File: src/rtl/counter4_checker_err_log.sv
// Error log: saturating error counter plus capture of the first error since clear.
module err_log #(
  parameter int unsigned WIDTH = 4,
  parameter int unsigned ERR_W = 8
) (
  input  logic             clk,
  input  logic             reset,
  input  logic             hit,
  input  logic             clr,
  input  logic [WIDTH-1:0] exp,
  input  logic [WIDTH-1:0] act,
  output logic [ERR_W-1:0] err_cnt,
  output logic [WIDTH-1:0] first_exp,
  output logic [WIDTH-1:0] first_act
);

  logic [ERR_W-1:0] cnt_q, cnt_d;
  logic [WIDTH-1:0] exp_q, exp_d;
  logic [WIDTH-1:0] act_q, act_d;
  logic             captured_q, captured_d;

  // Next-state: clear wins, otherwise count (saturating) and capture only the first hit.
  always_comb begin
    cnt_d      = cnt_q;
    exp_d      = exp_q;
    act_d      = act_q;
    captured_d = captured_q;
    if (clr) begin
      cnt_d      = '0;
      exp_d      = '0;
      act_d      = '0;
      captured_d = 1'b0;
    end else if (hit) begin
      if (cnt_q != '1) begin
        cnt_d = cnt_q + 1'b1;
      end
      if (!captured_q) begin
        captured_d = 1'b1;
        exp_d      = exp;
        act_d      = act;
      end
    end
  end

  // Log registers.
  always_ff @(posedge clk or negedge reset) begin
    if (!reset) begin
      cnt_q      <= '0;
      exp_q      <= '0;
      act_q      <= '0;
      captured_q <= 1'b0;
    end else begin
      cnt_q      <= cnt_d;
      exp_q      <= exp_d;
      act_q      <= act_d;
      captured_q <= captured_d;
    end
  end

  assign err_cnt   = cnt_q;
  assign first_exp = exp_q;
  assign first_act = act_q;

endmodule

File: config.mk
export PLATFORM = sky130hd
export DESIGN_NAME = err_log
export DESIGN_NICKNAME = d
export VERILOG_FILES = /design/src/rtl/counter4_checker_err_log.sv
export SDC_FILE = /design/constraint.sdc
export NUM_CORES = 1
export LEC_CHECK = 0
export CORE_UTILIZATION = 40
export DETAILED_ROUTE_END_ITERATION = 16
export PLACE_DENSITY_LB_ADDON = 0.1
export SLEW_MARGIN = 40
export SYNTH_ARGS = -nofsm -noshare
export SYNTH_HDL_FRONTEND = slang
export SYNTH_SLANG_ARGS = --single-unit
File: constraint.sdc
create_clock -name clk -period 3.78 [get_ports clk]
set_input_delay 0.756 -clock clk [delete_from_list [all_inputs] [get_ports clk]]
set_output_delay 0.756 -clock clk [all_outputs]
set_load 0.03 [all_outputs]
==> results of run 1 <==
==> final cells by class <==
| type | instances | area [um^2] | share of cell area, % |
|---|---|---|---|
| timing repair buffer | 27 | 265.3 | 23.30 |
| sequential | 17 | 425.4 | 37.36 |
| tap | 27 | 33.78 | 2.967 |
| inverter | 2 | 7.507 | 0.6593 |
| clock inverter | 1 | 7.507 | 0.6593 |
| clock buffer | 3 | 22.52 | 1.978 |
| multi-input combinational | 56 | 376.6 | 33.08 |
==> sequential cells by signal, summed over array words and instances, names as in the netlist <==
| signal | cells |
|---|---|
| first_exp | 4 |
| err_cnt | 8 |
| first_act | 4 |
| captured_q | 1 |
==> power groups by stage <==
| stage | Clock [W] | Sequential, W | Combinational, W |
|---|---|---|---|
| after CTS | 0.000105 | 0.000195 | 0.0000683 |
| final | 0.0000994 | 0.000195 | 0.0000665 |
| after global routing | 0.000113 | 0.000196 | 0.0000730 |
| after global placement | 0 | 0.000198 | 0.0000669 |
| after detailed placement | 0 | 0.000199 | 0.0000681 |
| after floorplan | 0 | 0.000212 | 0.0000222 |
==> cell usage in the layout, fill, tap and decap left out, drive strengths merged, types with 2 or more instances in the layout <==
cell type / n
a21oi: 3
clkdlybuf4s50: 26
a211oi: 2
nor2: 13
nand2: 3
nand4: 2
nor3: 4
mux2: 3
nor2b: 3
nand3: 3
dfrtp: 17
clkbuf: 3
inv: 2
mux2i: 9
and4: 2
==> how the worst max path moves through the flow <==
stage / from / endpoint / slack [ps]
2_1_floorplan: err_cnt[0]$_DFFE_PN0P_ / err_cnt[0]$_DFFE_PN0P_ / 2040
3_3_place_gp: hit / err_cnt[5]$_DFFE_PN0P_ / 1490
3_5_place_dp: hit / err_cnt[5]$_DFFE_PN0P_ / 1450
4_1_cts: err_cnt[2]$_DFFE_PN0P_ / err_cnt[2] / 1530
5_1_grt: err_cnt[2]$_DFFE_PN0P_ / err_cnt[2] / 1440
6_report: err_cnt[2]$_DFFE_PN0P_ / err_cnt[2] / 1550
==> metrics by stage <==
| step | setup slack, ps | instances | power [W] | hold slack [ps] | utilization [%] |
|---|---|---|---|---|---|
| 2_1_floorplan | 2041 | 79 | 0.0002345 | 451.9 | - |
| 3_3_place_gp | 1490 | 129 | 0.0002652 | 464.7 | 56.76 |
| 3_5_place_dp | 1448 | 129 | 0.0002666 | 483.2 | 56.76 |
| 4_1_cts | 1531 | 133 | 0.0003685 | 510.3 | 58.29 |
| 5_1_grt | 1439 | 133 | 0.0003822 | 368.7 | 58.04 |
| 6_report | 1552 | 133 | 0.0003607 | 361.8 | 58.04 |
==> kinds of logic after synthesis <==
| kind of cell | after synthesis |
|---|---|
| multiplexers | 12 |
| adder cells (fa/ha/maj) | 1 |
| AO/OA/AOI/OAI | 8 |
| buffers and inverters | 6 |
| AND/OR/NAND/NOR | 35 |
| flip-flops | 17 |
==> routing by layer <==
layer	share of wire, %	vias to the layer above	global-route usage (%)
met2	46	17	24.93
met4	0.74	0	6.667
met3	6.2	2	4.528
met5	0	-	0
met1	47	334	24.16
li1	-	334	-
==> run metrics, run 1 <==
Top Family by Delay on Critical Path=buffers and inverters; Comb pwr share=18.4%; CP endpoint kind=output pin; CP required=around 3000 ps; hold buffer count at cts=0; ys flop type=dfrtp_1; Post-synth top cells=dfrtp_1 (17), nor2_1 (13), mux2i_1 (9); PostCTS Resize Cnt=0; worst path arrival time=1470 ps; Final Max Slew Viols=0; P_leak=roughly 0.53 nW; peak supply drop=about 0.25 mV; final setup violation count=0; worst flop-to-flop path endpoint=err_cnt[0]$_DFFE_PN0P_; number of fillers in the final layout=202; Crit path depth=1; Power Dens Cells=316.8 nW/um^2; GRT Residual Overflow=0; share of power burned in registers=54.0%; Critical Path, Cell by Cell=clkdlybuf4s50_1; dpl cell area=1114 um^2; synthesized cell area=829.5 um^2; P_sw=0.00009988 W; DIE HEIGHT=47.54 um; # port buffers=27; Cells after Synth=79; post-synthesis mux area share=14.93%; worst path bufs/invs=1; Compound-Gate Fraction of Synth Area=6.486%; I/O Pins=28; worst r2r path cells=4; Residual DRC=0; Seq/Total Area, Yosys=51.28%; Synth area leader=dfrtp_1; final wirelength=1617 um; CP peak stage delay=710 ps; CTS tree=done; DRT iter0 DRCs=6; CP max-delay cell=clkdlybuf4s50_1; fraction of layout cells with a size suffix above 1=10.38%; FMAX=0.4489 GHz; RSZ-0062 raised after global routing=no; core footprint=1962 um^2; vias per inst=a little over 5; final hold vios=0; largest net degree at the start of global routing=20; Sw Share=between 20% and 30%; cell-internal power=0.0002609 W; CTS sink count=17; Max FO, Critical Path=7; Setup Skew=~6.8 ps; vias in the first global route=around 600; Avg Cell Area, Syn=10.50 um^2; R2R Path Start=err_cnt[0]$_DFFE_PN0P_; clock root cell=clkbuf_4; post-CTS setup buffers=0; R2R Setup Slk=2040 ps; clock-pin slew on the worst setup and hold paths=about 110 ps; worst skew pair latency=290 ps; Net Count, Synth=92; Ys Warns=0; initial antenna violation count=0; Area Overhead vs Synth=37.25%; diode count=0; largest family of logic cells by synthesized area=simple AND/OR/NAND/NOR gates; top-count cell post-synth=dfrtp_1; Post-Synth Adder-Cell Area=1.508%; status=finished, final reports clean; Yosys cell types=27; Rel. slew slack=55.76%; # rows=16; CTS H-Tree Depth=1; clock network fraction of total power=27.6%; Chip Width=47.54 um; CTS Buf Count=3; fin area=1139 um^2; first-pass GRT wire length=approximately 2600 um; Worst setup SP type=flop; setup TNS=0 ps; hpwl dp=1200 um; Hold Crit Class=in2async; number of synthesized register bits=17; top cell type's share of synthesized area=between 50% and 60%; global placement routability congestion=0.7121; Starting Density=a little over two fifths; max-cap violation count=0; clock buffer depth=2; XOR/XNOR share of the synthesized area=0%; Die ar.=2260 um^2; Synth async-reset ratio=100.0%; Post-Synth Simple-Gate Area=approximately 22%; crit path kind=reg2out; post-route clock period utilization=roughly 59%; Least-Margin Pin Slew=661.5 ps; number of synthesized flops with an enable pin=0; DR WL/cell=12.16 um; total track usage=between 10% and 20%; nets@finish=120; Tmin final=2228 ps; first-pass iteration count of the detailed router=4; top cells by area, synth=dfrtp_1 (51%), mux2i_1 (11%), nor2_1 (5.9%), mux2_2 (4.1%), nor3_1 (2.4%); ANT nets after route=0; via count=687
Note: power is estimated with default switching activity, not from simulation.
==> inputs of run 2 (changes only) <==
==> constraint.sdc (replaced) <==
create_clock -name clk -period 2.2 [get_ports clk]
set_input_delay 0.44 -clock clk [delete_from_list [all_inputs] [get_ports clk]]
set_output_delay 0.44 -clock clk [all_outputs]
set_load 0.03 [all_outputs]
==> run metrics, run 2 (synthesis gave the netlist of run 1 again) <==
vias in the first global route=626; CTS H-Tree Depth=1; # port buffers=27; CP endpoint kind=output pin; CP peak stage delay=710 ps; max FFs per register=8; GRT Residual Overflow=0; worst skew pair latency=290 ps; hold buffer count at cts=0; Critical Path, Cell by Cell=clkdlybuf4s50_1; nets@finish=around 120; Placement Setup Slack=328.1 ps; Final Max Slew Viols=0; global placement routability congestion=0.7349; initial antenna violation count=0; WHS=~460 ps; first-pass iteration count of the detailed router=4; CTS sink count=17; ANT nets after route=0; CP required=1760 ps; DR WL/cell=11.76 um; Chip Width=47.54 um; hpwl dp=around 1200 um; worst path arrival time=1470 ps; largest net degree at the start of global routing=18; grt peak-use layer=met2; Hold Crit Class=in2async; Residual DRC=0; max-cap violation count=0; via count=693; met1 usage=21.62%; DRT iter0 DRCs=7; fraction of layout cells with a size suffix above 1=11.93%; Setup Skew=2.929 ps; # rows=16; most frequent cells in the layout=clkdlybuf4s50_1 (27), dfrtp_1 (17), nor2_1 (13); clock-pin slew on the worst setup and hold paths=100 ps; Top Family by Delay on Critical Path=buffers and inverters; GRT met2 Usage=27.40%; core footprint=1962 um^2; setup TNS=0 ps; crit path kind=reg2out; post-CTS setup buffers=0; P_leak=0.5433 nW; FMAX=0.5239 GHz; status=finished, final reports clean; Tmin final=1909 ps; commonest non-fill, non-tap cell in the layout=clkdlybuf4s50_1; CTS tree=done; worst r2r path cells=4; peak supply drop=0.4922 mV; CTS Buf Count=3; Final WS setup=291.4 ps; CP max-delay cell=clkdlybuf4s50_1; fin area=1164 um^2; Crit path depth=1; Least-Margin Pin Slew=491.8 ps; Power Dens Cells=530.7 nW/um^2; I/O Pins=28; Global Route met3 Usage=6.038%; R2R Setup Slk=490 ps; first-pass GRT wire length=between 2000 and 3000 um; clock buffer depth=2; vias per inst=5.096; worst path bufs/invs=1; Starting Density=42.28%; final setup violation count=0; Area Overhead vs Synth=40.27%; Die ar.=2260 um^2; post-route clock period utilization=86.76%; PostCTS Resize Cnt=0; Max FO, Critical Path=7; diode count=0; Worst setup SP type=flop; total track usage=16.99%; final hold vios=0; dpl cell area=1136 um^2; Rel. slew slack=67.21%; clock root cell=clkbuf_4; DIE HEIGHT=47.54 um; final wirelength=1600 um; RSZ-0062 raised after global routing=no
## run 2: cell count changes in the layout (fill, tap and decap cells not counted), sizes merged
cell	previous run	this run
buf	1	3
clkinvlp	1	0
clkinv	0	1
clkdlybuf4s50	26	27
## run 2: final cells by class
cell class | instances | area, um^2
Clock buffer | 3 | 22.52
Clock inverter | 1 | 5.005
Fill cell | 192 | 798.3
Inverter | 2 | 7.507
Multi-Input combinational cell | 56 | 376.6
Sequential cell | 17 | 425.4
Tap cell | 27 | 33.78
Timing Repair Buffer | 30 | 292.8
## run 2: per-layer routing
layer	wire [um]	vias to the layer above
met5	0	-
met4	12	0
met3	141	2
met2	715	23
met1	731	331
li1	-	337
## run 2: worst paths after layout
check	startpoint	endpoint
max	err_cnt[2]$_DFFE_PN0P_	err_cnt[2]
min	reset	first_exp[0]$_DFFE_PN0P_
max reg2reg	err_cnt[0]$_DFFE_PN0P_	err_cnt[0]$_DFFE_PN0P_
min reg2reg	captured_q$_DFFE_PN0P_	captured_q$_DFFE_PN0P_
max in group asynchronous	reset	err_cnt[6]$_DFFE_PN0P_
min in group clk	captured_q$_DFFE_PN0P_	captured_q$_DFFE_PN0P_
## run 2: through the flow
| step | power, W | std cells | utilization, % |
|---|---|---|---|
| after floorplan | 0.0004028 | 79 | - |
| after global placement | 0.0004603 | 132 | 57.91 |
| after detailed placement | 0.0004616 | 132 | 57.91 |
| after CTS | 0.0006275 | 136 | 59.31 |
| after global routing | 0.0006512 | 136 | 59.31 |
| final | 0.0006175 | 136 | 59.31 |
## run 2: report_power, final
group | switching, W | internal (W) | total (W)
clock network | 0.0000960 | 0.0000676 | 0.000164
logic | 0.0000611 | 0.0000579 | 0.000119
registers | 0.00000966 | 0.000325 | 0.000335
==> inputs of run 3 (changes only) <==
--- a/config.mk
+++ b/config.mk
@@ -7,6 +7,7 @@
 export LEC_CHECK = 0
 export CORE_UTILIZATION = 40
 export DETAILED_ROUTE_END_ITERATION = 16
+export GPL_TIMING_DRIVEN = 0
 export PLACE_DENSITY_LB_ADDON = 0.1
 export SLEW_MARGIN = 40
 export SYNTH_ARGS = -nofsm -noshare
==> run metrics, run 3 (synthesis gave the netlist of run 1 again) <==
status=finished, final reports clean; Least-Margin Pin Slew=439.7 ps; cell-internal power=0.0004476 W; GRT Residual Overflow=0; global placement routability congestion=~0.70; I/O Pins=28; final hold vios=0; first-pass iteration count of the detailed router=4; vias in the first global route=611; Chip Width=47.54 um; P_leak=roughly 0.53 nW; worst path arrival time=1480 ps; Final Max Slew Viols=0; Top Family by Delay on Critical Path=buffers and inverters; fraction of layout cells with a size suffix above 1=between 10% and 20%; DRT iter0 DRCs=4; R2R Path Start=err_cnt[0]$_DFFE_PN0P_; CTS tree=done; DIE HEIGHT=roughly 48 um; FMAX=0.5204 GHz; dpl cells=131; DR WL/cell=~12 um; clock-pin slew on the worst setup and hold paths=110 ps; hpwl dp=around 1200 um; diode count=0; Hold Crit Class=in2async; Rel. slew slack=70.69%; Worst setup SP type=flop; CP max-delay cell=clkdlybuf4s50_1; Area Overhead vs Synth=37.25%; CTS H-Tree Depth=1; first-pass GRT wire length=2532 um; final wirelength=1680 um; vias per inst=approximately 5.2; post-route clock period utilization=around 87%; total track usage=16.50%; Max FO, Critical Path=7; CP required=between 1500 and 2000 ps; PostCTS Resize Cnt=0; worst path bufs/invs=1; Die ar.=2260 um^2; clock buffer depth=2; Tmin final=1922 ps; Critical Path, Cell by Cell=clkdlybuf4s50_1; peak supply drop=approximately 0.49 mV; Comb pwr share=18.3%; worst flop-to-flop path endpoint=err_cnt[0]$_DFFE_PN0P_; # port buffers=25; Residual DRC=0; clock network fraction of total power=28.2%; crit path kind=reg2out; RSZ-0062 raised after global routing=no; CTS Buf Count=3; nets@finish=122; number of fillers in the final layout=206; clock root cell=clkbuf_4; post-CTS setup buffers=0; ANT nets after route=0; CTS sink count=17; R2R Setup Slk=480 ps; CP endpoint kind=output pin; setup TNS=0 ps; CP peak stage delay=710 ps; final setup violation count=0; P_sw=roughly 0.00018 W; Sw Share=between 20% and 30%; initial antenna violation count=0; final non-filler cell total=135; max FFs per register=8; Power Dens Cells=549.3 nW/um^2; Setup Skew=4.488 ps; via count=between 600 and 700; largest net degree at the start of global routing=18; most frequent cells in the layout=clkdlybuf4s50_1 (24), dfrtp_1 (17), nor2_1 (13); Starting Density=about 42%; worst r2r path cells=4; commonest non-fill, non-tap cell in the layout=clkdlybuf4s50_1; core footprint=1962 um^2; hold buffer count at cts=0; max-cap violation count=0; share of power burned in registers=53.6%; # rows=16; worst skew pair latency=300 ps
run 3: cell types whose count changed in the layout (fill, tap and decap cells not counted), sizes merged:
cell           previous run  this run
clkinv                    1         0
clkdlybuf4s50            27        24
clkinvlp                  0         1
clkbuf                    3         5
run 3: layout make-up:
| type | instances | area (um^2) | area share, % |
|---|---|---|---|
| clock inverters | 1 | 7.507 | 0.6593 |
| inverters | 2 | 7.507 | 0.6593 |
| well taps | 27 | 33.78 | 2.967 |
| multi-input cells | 56 | 376.6 | 33.08 |
| flip-flops and latches | 17 | 425.4 | 37.36 |
| plain buffers | 4 | 20.02 | 1.758 |
| clock buffers | 3 | 22.52 | 1.978 |
| repair buffers | 25 | 245.2 | 21.54 |
run 3: routing by layer:
layer / track usage, % / vias up / routed length [um]
met5: 0 / - / 0
met4: 8.333 / 0 / 38
met3: 3.396 / 4 / 71
met2: 26.30 / 21 / 751
met1: 21.28 / 336 / 817
li1: - / 336 / -
run 3: worst max-delay path by stage:
stage / from / endpoint / slack, ps / cells after the start
floorplan: err_cnt[0]$_DFFE_PN0P_ / err_cnt[0]$_DFFE_PN0P_ / 460 / 4
finish: err_cnt[2]$_DFFE_PN0P_ / err_cnt[2] / 280 / 1
global placement: err_cnt[0]$_DFFE_PN0P_ / err_cnt[0]$_DFFE_PN0P_ / 510 / 4
global route: err_cnt[2]$_DFFE_PN0P_ / err_cnt[2] / 240 / 1
detailed placement: err_cnt[0]$_DFFE_PN0P_ / err_cnt[0]$_DFFE_PN0P_ / 510 / 4
CTS: err_cnt[2]$_DFFE_PN0P_ / err_cnt[2] / 280 / 1
run 3: power by group through the flow:
stage	Sequential [W]	Combinational (W)	Clock, W
2_1_floorplan	0.000365	0.0000382	0
3_3_place_gp	0.000341	0.000115	0
3_5_place_dp	0.000341	0.000117	0
4_1_cts	0.000335	0.000117	0.000182
5_1_grt	0.000337	0.000126	0.000191
6_report	0.000335	0.000114	0.000176
run 3: metrics by stage:
step / util, % / total power, W / area [um^2] / setup slack, ps / hold slack, ps
2_1_floorplan: - / 0.0004028 / 829.5 / 461.5 / 144.4
4_1_cts: 58.29 / 0.0006340 / 1144 / 283.6 / 440.7
3_5_place_dp: 56.76 / 0.0004578 / 1114 / 507.1 / 475.3
5_1_grt: 58.04 / 0.0006536 / 1139 / 236.8 / 69.64
6_report: 58.04 / 0.0006254 / 1139 / 278.3 / 41.58
3_3_place_gp: 56.76 / 0.0004554 / 1114 / 511.6 / 465.5
